--- src/rtl/awgn_sweep_ctrl.sv ---
// awgn_sweep_ctrl: steps an AWGN channel through SNR points SNR_MIN..SNR_MAX, streaming FRAME_LEN source samples per point.
// Latency: 1 cycle from source transfer to ch_read, then CH_LAT cycles from ch_read to out_valid.
// Backpressure: src_ready is high only while streaming; no output backpressure (out_valid is a one-cycle strobe).
//
// Ports:
//   clk, rst_n               rising-edge clock, asynchronous active-low reset
//   start, abort             one-cycle sweep request; abort cancels and wins over everything
//   src_valid/src_ready      source handshake, src_real/src_imag signed samples
//   ch_read, ch_X_in_*       registered sample into the channel, ch_read strobes for one cycle per transfer
//   ch_Y_*                   channel output, valid CH_LAT cycles after ch_read
//   snr_sel                  SNR point fed to the channel, stable for a whole point
//   out_valid, out_*         channel result with the SNR tag of its transfer; values hold while out_valid = 0
//   busy, sample_cnt         status; point_done and sweep_done are one-cycle pulses
module awgn_sweep_ctrl #(
   parameter int BI        = 24,
   parameter int FRAME_LEN = 320000,
   parameter int SNR_MIN   = 0,
   parameter int SNR_MAX   = 9,
   parameter int CH_LAT    = 1
) (
   input  logic                 clk,
   input  logic                 rst_n,
   input  logic                 start,
   input  logic                 abort,
   input  logic                 src_valid,
   output logic                 src_ready,
   input  logic signed [BI-1:0] src_real,
   input  logic signed [BI-1:0] src_imag,
   output logic                 ch_read,
   output logic signed [BI-1:0] ch_X_in_real,
   output logic signed [BI-1:0] ch_X_in_imag,
   input  logic signed [BI-1:0] ch_Y_real,
   input  logic signed [BI-1:0] ch_Y_imag,
   output logic [3:0]           snr_sel,
   output logic                 out_valid,
   output logic signed [BI-1:0] out_real,
   output logic signed [BI-1:0] out_imag,
   output logic [3:0]           out_snr,
   output logic                 busy,
   output logic [19:0]          sample_cnt,
   output logic                 point_done,
   output logic                 sweep_done
);

   localparam logic [3:0]  SNR_LO    = 4'(SNR_MIN);
   localparam logic [3:0]  SNR_HI    = 4'(SNR_MAX);
   localparam logic [19:0] FRAME_END = 20'(FRAME_LEN);

   typedef enum logic [2:0] {S_IDLE, S_LOAD, S_STREAM, S_DRAIN, S_NEXT} state_t;

   state_t                   state_q, state_d;
   logic [3:0]               snr_q, snr_d;
   logic [19:0]              cnt_q, cnt_d;
   logic                     ch_read_q, ch_read_d;
   logic signed [BI-1:0]     x_re_q, x_re_d;
   logic signed [BI-1:0]     x_im_q, x_im_d;
   logic [CH_LAT-1:0]        vld_sr_q, vld_sr_d;
   logic [CH_LAT-1:0][3:0]   tag_sr_q, tag_sr_d;
   logic signed [BI-1:0]     hold_re_q, hold_re_d;
   logic signed [BI-1:0]     hold_im_q, hold_im_d;
   logic [3:0]               hold_snr_q, hold_snr_d;
   // Reset release qualifier: the edge that first sees rst_n high only arms
   // this flop, so start is honoured from the second edge onwards.
   logic                     start_en_q, start_en_d;

   // Output side: the channel result is passed through in the cycle the
   // tag pipeline says it is valid, otherwise the last result is held.
   assign out_valid = vld_sr_q[CH_LAT-1];
   assign out_real  = out_valid ? ch_Y_real : hold_re_q;
   assign out_imag  = out_valid ? ch_Y_imag : hold_im_q;
   assign out_snr   = out_valid ? tag_sr_q[CH_LAT-1] : hold_snr_q;

   assign src_ready    = (state_q == S_STREAM);
   assign busy         = (state_q != S_IDLE);
   assign point_done   = (state_q == S_NEXT);
   assign sweep_done   = (state_q == S_NEXT) && (snr_q == SNR_HI);
   assign ch_read      = ch_read_q;
   assign ch_X_in_real = x_re_q;
   assign ch_X_in_imag = x_im_q;
   assign snr_sel      = snr_q;
   assign sample_cnt   = cnt_q;

   always_comb begin
      state_d    = state_q;
      snr_d      = snr_q;
      cnt_d      = cnt_q;
      ch_read_d  = 1'b0;
      x_re_d     = x_re_q;
      x_im_d     = x_im_q;
      start_en_d = 1'b1;
      hold_re_d  = out_real;
      hold_im_d  = out_imag;
      hold_snr_d = out_snr;

      // Valid/tag pipeline: stage 0 follows ch_read, last stage is out_valid.
      vld_sr_d[0] = ch_read_q;
      tag_sr_d[0] = snr_q;
      for (int i = 1; i < CH_LAT; i++) begin
         vld_sr_d[i] = vld_sr_q[i-1];
         tag_sr_d[i] = tag_sr_q[i-1];
      end

      if (abort) begin
         // Cancel: drop everything in flight, no completion pulses.
         state_d   = S_IDLE;
         snr_d     = SNR_LO;
         cnt_d     = '0;
         ch_read_d = 1'b0;
         vld_sr_d  = '0;
      end else begin
         case (state_q)
            S_IDLE: begin
               if (start && start_en_q) begin
                  state_d = S_LOAD;
                  snr_d   = SNR_LO;
               end
            end
            S_LOAD: begin
               cnt_d   = '0;
               state_d = S_STREAM;
            end
            S_STREAM: begin
               if (src_valid) begin
                  ch_read_d = 1'b1;
                  x_re_d    = src_real;
                  x_im_d    = src_imag;
                  if (cnt_q < FRAME_END) begin
                     cnt_d = cnt_q + 20'd1;
                  end
                  if (cnt_q >= FRAME_END - 20'd1) begin
                     state_d = S_DRAIN;
                  end
               end
            end
            S_DRAIN: begin
               // Wait for the last sample of the point to leave the channel.
               if (!ch_read_q && (vld_sr_q == '0)) begin
                  state_d = S_NEXT;
               end
            end
            S_NEXT: begin
               if (snr_q == SNR_HI) begin
                  state_d = S_IDLE;
                  snr_d   = SNR_LO;
               end else begin
                  snr_d   = snr_q + 4'd1;
                  state_d = S_LOAD;
               end
            end
            default: begin
               state_d = S_IDLE;
            end
         endcase
      end
   end

   always_ff @(posedge clk or negedge rst_n) begin
      if (!rst_n) begin
         state_q    <= S_IDLE;
         snr_q      <= SNR_LO;
         cnt_q      <= '0;
         ch_read_q  <= 1'b0;
         x_re_q     <= '0;
         x_im_q     <= '0;
         vld_sr_q   <= '0;
         tag_sr_q   <= '0;
         hold_re_q  <= '0;
         hold_im_q  <= '0;
         hold_snr_q <= '0;
         start_en_q <= 1'b0;
      end else begin
         state_q    <= state_d;
         snr_q      <= snr_d;
         cnt_q      <= cnt_d;
         ch_read_q  <= ch_read_d;
         x_re_q     <= x_re_d;
         x_im_q     <= x_im_d;
         vld_sr_q   <= vld_sr_d;
         tag_sr_q   <= tag_sr_d;
         hold_re_q  <= hold_re_d;
         hold_im_q  <= hold_im_d;
         hold_snr_q <= hold_snr_d;
         start_en_q <= start_en_d;
      end
   end

endmodule
--- config.mk ---
export PLATFORM = sky130hd
export DESIGN_NAME = awgn_sweep_ctrl
export DESIGN_NICKNAME = d
export VERILOG_FILES = /design/src/rtl/awgn_sweep_ctrl.sv
export SDC_FILE = /design/constraint.sdc
export NUM_CORES = 1
export LEC_CHECK = 0
export CORE_ASPECT_RATIO = 1.75
export CORE_MARGIN = 1
export CORE_UTILIZATION = 44
export CTS_BUF_LIST = sky130_fd_sc_hd__clkbuf_8
export CTS_CLUSTER_SIZE = 25
export DETAILED_ROUTE_END_ITERATION = 10
export PLACE_DENSITY = 0.82
export SYNTH_ARGS = -nofsm -noshare
export SYNTH_HDL_FRONTEND = slang
export SYNTH_SLANG_ARGS = --single-unit
--- constraint.sdc ---
create_clock -name clk -period 2.3 [get_ports clk]
set_input_delay 0.46 -clock clk [delete_from_list [all_inputs] [get_ports clk]]
set_output_delay 0.46 -clock clk [all_outputs]
set_load 0.005 [all_outputs]
==> results.rst <==
.. list-table::
   :header-rows: 1

   * - Metric
     - Value
   * - Starting Density
     - 0.454
   * - DP Wirelength
     - 10.5 mm
   * - CP arrival
     - 1.90 ns
   * - Number of synthesized register bits
     - 134
   * - Pin count of the biggest net entering global routing
     - 57
   * - Max-slew headroom
     - 0.614
   * - Worst Hold Slack
     - around 0.48 ns
   * - Type of the tightest min-delay check
     - flop to flop
   * - Fin Setup TNS
     - -0.976 ns
   * - FILL cells
     - ~880
   * - Nature of the critical path startpoint
     - flop
   * - Routed vias/inst
     - 5.12
   * - Share of synthesized area occupied by flip-flops and latches
     - 0.612
   * - Cell taking the most area after synthesis
     - sky130_fd_sc_hd__dfrtp_1
   * - Share of Yosys cell area claimed by the top area cell type
     - 0.612
   * - Relative contribution of the clock network to total power
     - 0.236
   * - Final cycle utilization of the critical path
     - 1.03
   * - Antenna Cells
     - 0
   * - Power Dens Cells
     - 950 mW/mm^2
   * - TritonCTS buffer count
     - 17
   * - Failing checks
     - negative setup slack
   * - Total cell area at the placement stage
     - just over 0.008 sq mm
   * - Drt total wl
     - 14.3 mm
   * - Total via count in the routed design
     - 4,281
   * - First-pass GRT wire length
     - 21.7 mm
   * - Final estimated routing congestion in global placement
     - 0.791
   * - Wire length per cell after detailed routing
     - roughly 17 microns
   * - Number of routed nets with antenna violations
     - 0
   * - Share of post-route cells with drive strength above 1
     - 0.246
   * - Synth Area per Inst
     - 13.5 sq um
   * - Power share of the combinational group
     - 0.348
   * - Aggregate global-route resource usage
     - 0.221
   * - Number of antenna violations at the first check in global routing
     - 0
   * - Leading register cell type out of synthesis
     - sky130_fd_sc_hd__dfrtp_1
   * - Final max-slew violation count
     - 0
   * - Post-detailed-route DRC marker count
     - 0
   * - Min setup slack post-route
     - -0.0578 ns
   * - Max-capacitance violation count
     - 0
   * - Net Switching
     - 2.13 mW
   * - Post-synthesis cell count
     - 406
   * - Number of detailed-route iterations in the first pass
     - 4
   * - Largest fanout on the critical path
     - 34
   * - Lkg Pwr
     - 3.85 nW
   * - Critical Path End Type
     - primary output
   * - Area of the core region
     - 0.0121 sq mm
   * - Startpoint of the worst-slack reg-to-reg timing path
     - sample_cnt[16]$_DFFE_PN0P_
   * - Clock tree from TritonCTS
     - built
   * - Launch instance of the worst min-delay path
     - snr_sel[3]$_DFFE_PN0P_
   * - Maximum number of buffers from clock root to sink
     - 2
   * - Number of global-route vias before repair
     - roughly 4,500
   * - Proportion of total power due to net switching
     - 0.263
   * - Internal power summed over all cells
     - 5.97 mW
   * - Maximum vdd drop
     - 0.699 mV
   * - Leading cell types by count after synthesis
     - sky130_fd_sc_hd__dfrtp_1 (134), sky130_fd_sc_hd__mux2_2 (100), sky130_fd_sc_hd__a21oi_1 (18), sky130_fd_sc_hd__nand2_1 (16), sky130_fd_sc_hd__or3_1 (16)
   * - Placement Rows
     - 53
   * - Proportion of power drawn by flip-flops and latches
     - 0.417
   * - Mapped Nets
     - a little over 500
   * - Total number of nets in the final design
     - 762
   * - Boundary pin count
     - 231
   * - Cells taking the most area after synthesis
     - sky130_fd_sc_hd__dfrtp_1 (61%), sky130_fd_sc_hd__mux2_2 (21%), sky130_fd_sc_hd__or3_1 (1.8%)
   * - Area growth, synth to finish
     - 55.6%
   * - Summed area of non-filler cells in the final layout
     - 0.00852 sq mm
   * - Share of async-settable or async-resettable flops after synthesis
     - 1.00
   * - 1st-iter DRT viols
     - 163
   * - Clock transition at path regs
     - 0.08 ns
   * - Data required, critical path
     - 1.84 ns
   * - EDFF count, synth
     - 0
   * - DIE WIDTH
     - 86.3 microns
   * - Buffers added on ports
     - between 200 and 250
   * - Setup repair after global routing missed its margin
     - yes
   * - Chip Height
     - 150 microns
   * - Number of failing hold endpoints at the final stage
     - 0
   * - Count of different cell masters after synthesis
     - 40
   * - Clk sink count
     - 134
   * - Most frequent cell after synthesis
     - sky130_fd_sc_hd__dfrtp_1
   * - Critical path start-end classification
     - flop to primary output
   * - Worst-Margin Slew
     - 0.580 ns
   * - Final critical delay including setup and external delays
     - 2.36 ns
   * - Cell at the root of the clock tree
     - sky130_fd_sc_hd__clkbuf_8
   * - Result of the run
     - finished, violations left
   * - Number of H-tree branching levels
     - 4
   * - Number of setup violations in the final report
     - 25
   * - Latest clock arrival within the worst-skew pair
     - 0.43 ns
   * - Remaining global-route overflow
     - 0
   * - Post-Synthesis Cell Area
     - 0.00548 sq mm
   * - Die Footprint
     - 0.0129 sq mm
   * - Setup skew after layout
     - around 0.017 ns
   * - Top achievable clock speed
     - roughly 420 MHz
   * - Critical path origin
     - out_valid$_DFF_PN0_
   * - Count of warnings emitted by yosys
     - 0
==> final timing paths <==
kind / to / slack [ns] / cells past startpoint
worst max-delay path: out_real[16] / -0.06 / 3
worst min-delay path: tag_sr_q[3]$_DFF_PN0_ / 0.48 / 0
worst max register to register: sample_cnt[12]$_DFFE_PN0P_ / 0.20 / 6
worst min register to register: tag_sr_q[3]$_DFF_PN0_ / 0.48 / 0
max in group asynchronous: snr_sel[0]$_DFFE_PN0P_ / 1.16 / 3
min in group asynchronous: hold_im_q[5]$_DFF_PN0_ / 0.49 / 2
==> state kept, by name, indices dropped and copies added (netlist names) <==
| signal | count |
|---|---|
| ch_X_in_imag | 24 |
| ch_X_in_real | 24 |
| hold_im_q | 24 |
| hold_re_q | 24 |
| sample_cnt | 20 |
| hold_snr_q | 4 |
| snr_sel | 4 |
| tag_sr_q | 4 |
| state_q | 3 |
| ch_read | 1 |
| out_valid | 1 |
| start_en_q | 1 |
==> worst max-delay path, cell delays in order (launching register included) <==
cell and delay [ns]:
sky130_fd_sc_hd__dfrtp_2 0.41, sky130_fd_sc_hd__buf_12 0.22, sky130_fd_sc_hd__mux2_2 0.38, sky130_fd_sc_hd__clkdlybuf4s50_1 0.45
==> repair_timing <==
action,CTS,global route
buffers inserted,2,1
setup endpoints to repair,49,45
hold endpoints to repair,34,0
hold buffers,1,0
cloned,0,1
resized for setup,16,16
pin swaps,0,2
==> layout by cell type, fill, tap and decap left out, types with 5 or more instances in the layout <==
cell type                         synthesis  routed
sky130_fd_sc_hd__clkdlybuf4s50_1          0     204
sky130_fd_sc_hd__dfrtp_1                134     133
sky130_fd_sc_hd__mux2_2                 100      95
sky130_fd_sc_hd__a21oi_1                 18      18
sky130_fd_sc_hd__buf_4                    1      18
sky130_fd_sc_hd__clkbuf_8                 0      17
sky130_fd_sc_hd__or3_1                   16      16
sky130_fd_sc_hd__nand2_1                 16      15
sky130_fd_sc_hd__o21ai_1                 14      14
sky130_fd_sc_hd__dlygate4sd2_1            0      14
sky130_fd_sc_hd__nor2_1                  13      13
sky130_fd_sc_hd__nand3_1                 12      12
sky130_fd_sc_hd__dlymetal6s2s_1           0      11
sky130_fd_sc_hd__inv_1                    7       9
sky130_fd_sc_hd__o21ai_0                  9       9
sky130_fd_sc_hd__nand2b_1                 5       5
sky130_fd_sc_hd__mux2_4                   0       5
sky130_fd_sc_hd__nor3_1                   5       5
==> kinds of logic (layout without fill, tap and decap cells) <==
kind of cell	Yosys count	in the layout	synth area share
compound gates	54	55	0.0603
buf+inv	27	291	0.0249
other cells	1	1	0.000685
flops	134	134	0.612
fa+ha+maj	3	3	0.00686
mux	101	101	0.207
simple gates	86	86	0.0873
==> layout make-up <==
class / count / area (sq um) / area share
repair buffers: 252 / 2520 / 0.296
multi-input cells: 246 / 2030 / 0.238
well taps: 165 / 206 / 0.0242
clock buffers: 17 / 234 / 0.0275
flip-flops and latches: 134 / 3350 / 0.394
clock inverters: 15 / 156 / 0.0184
inverters: 7 / 26.3 / 0.00308
==> through the flow <==
| stage | setup slack (ns) | total power, mW | util | instances |
|---|---|---|---|---|
| 2_1_floorplan | 0.416 | 4.32 | - | 406 |
| 3_3_place_gp | 0.0741 | 6.18 | 0.667 | 799 |
| 3_5_place_dp | 0.0305 | 6.32 | 0.667 | 799 |
| 4_1_cts | -0.101 | 8.20 | 0.700 | 834 |
| 5_1_grt | -0.147 | 8.52 | 0.706 | 836 |
| 6_report | -0.0578 | 8.10 | 0.706 | 836 |
==> per-layer routing <==
metal	up-vias	GRT usage	routed length, microns
met2	195	0.415	7990
met4	0	0.0925	326
met5	-	0	0
met3	25	0.0667	1080
met1	2119	0.220	4910
li1	1942	-	-
==> power groups by stage <==
stage	combinational, mW	clock, mW	sequential [mW]
finish	2.82	1.91	3.37
global route	3.00	2.07	3.45
CTS	2.84	1.97	3.39
detailed placement	2.89	0	3.43
global placement	2.80	0	3.38
floorplan	0.906	0	3.41
Note: power is estimated with default switching activity, not from simulation.
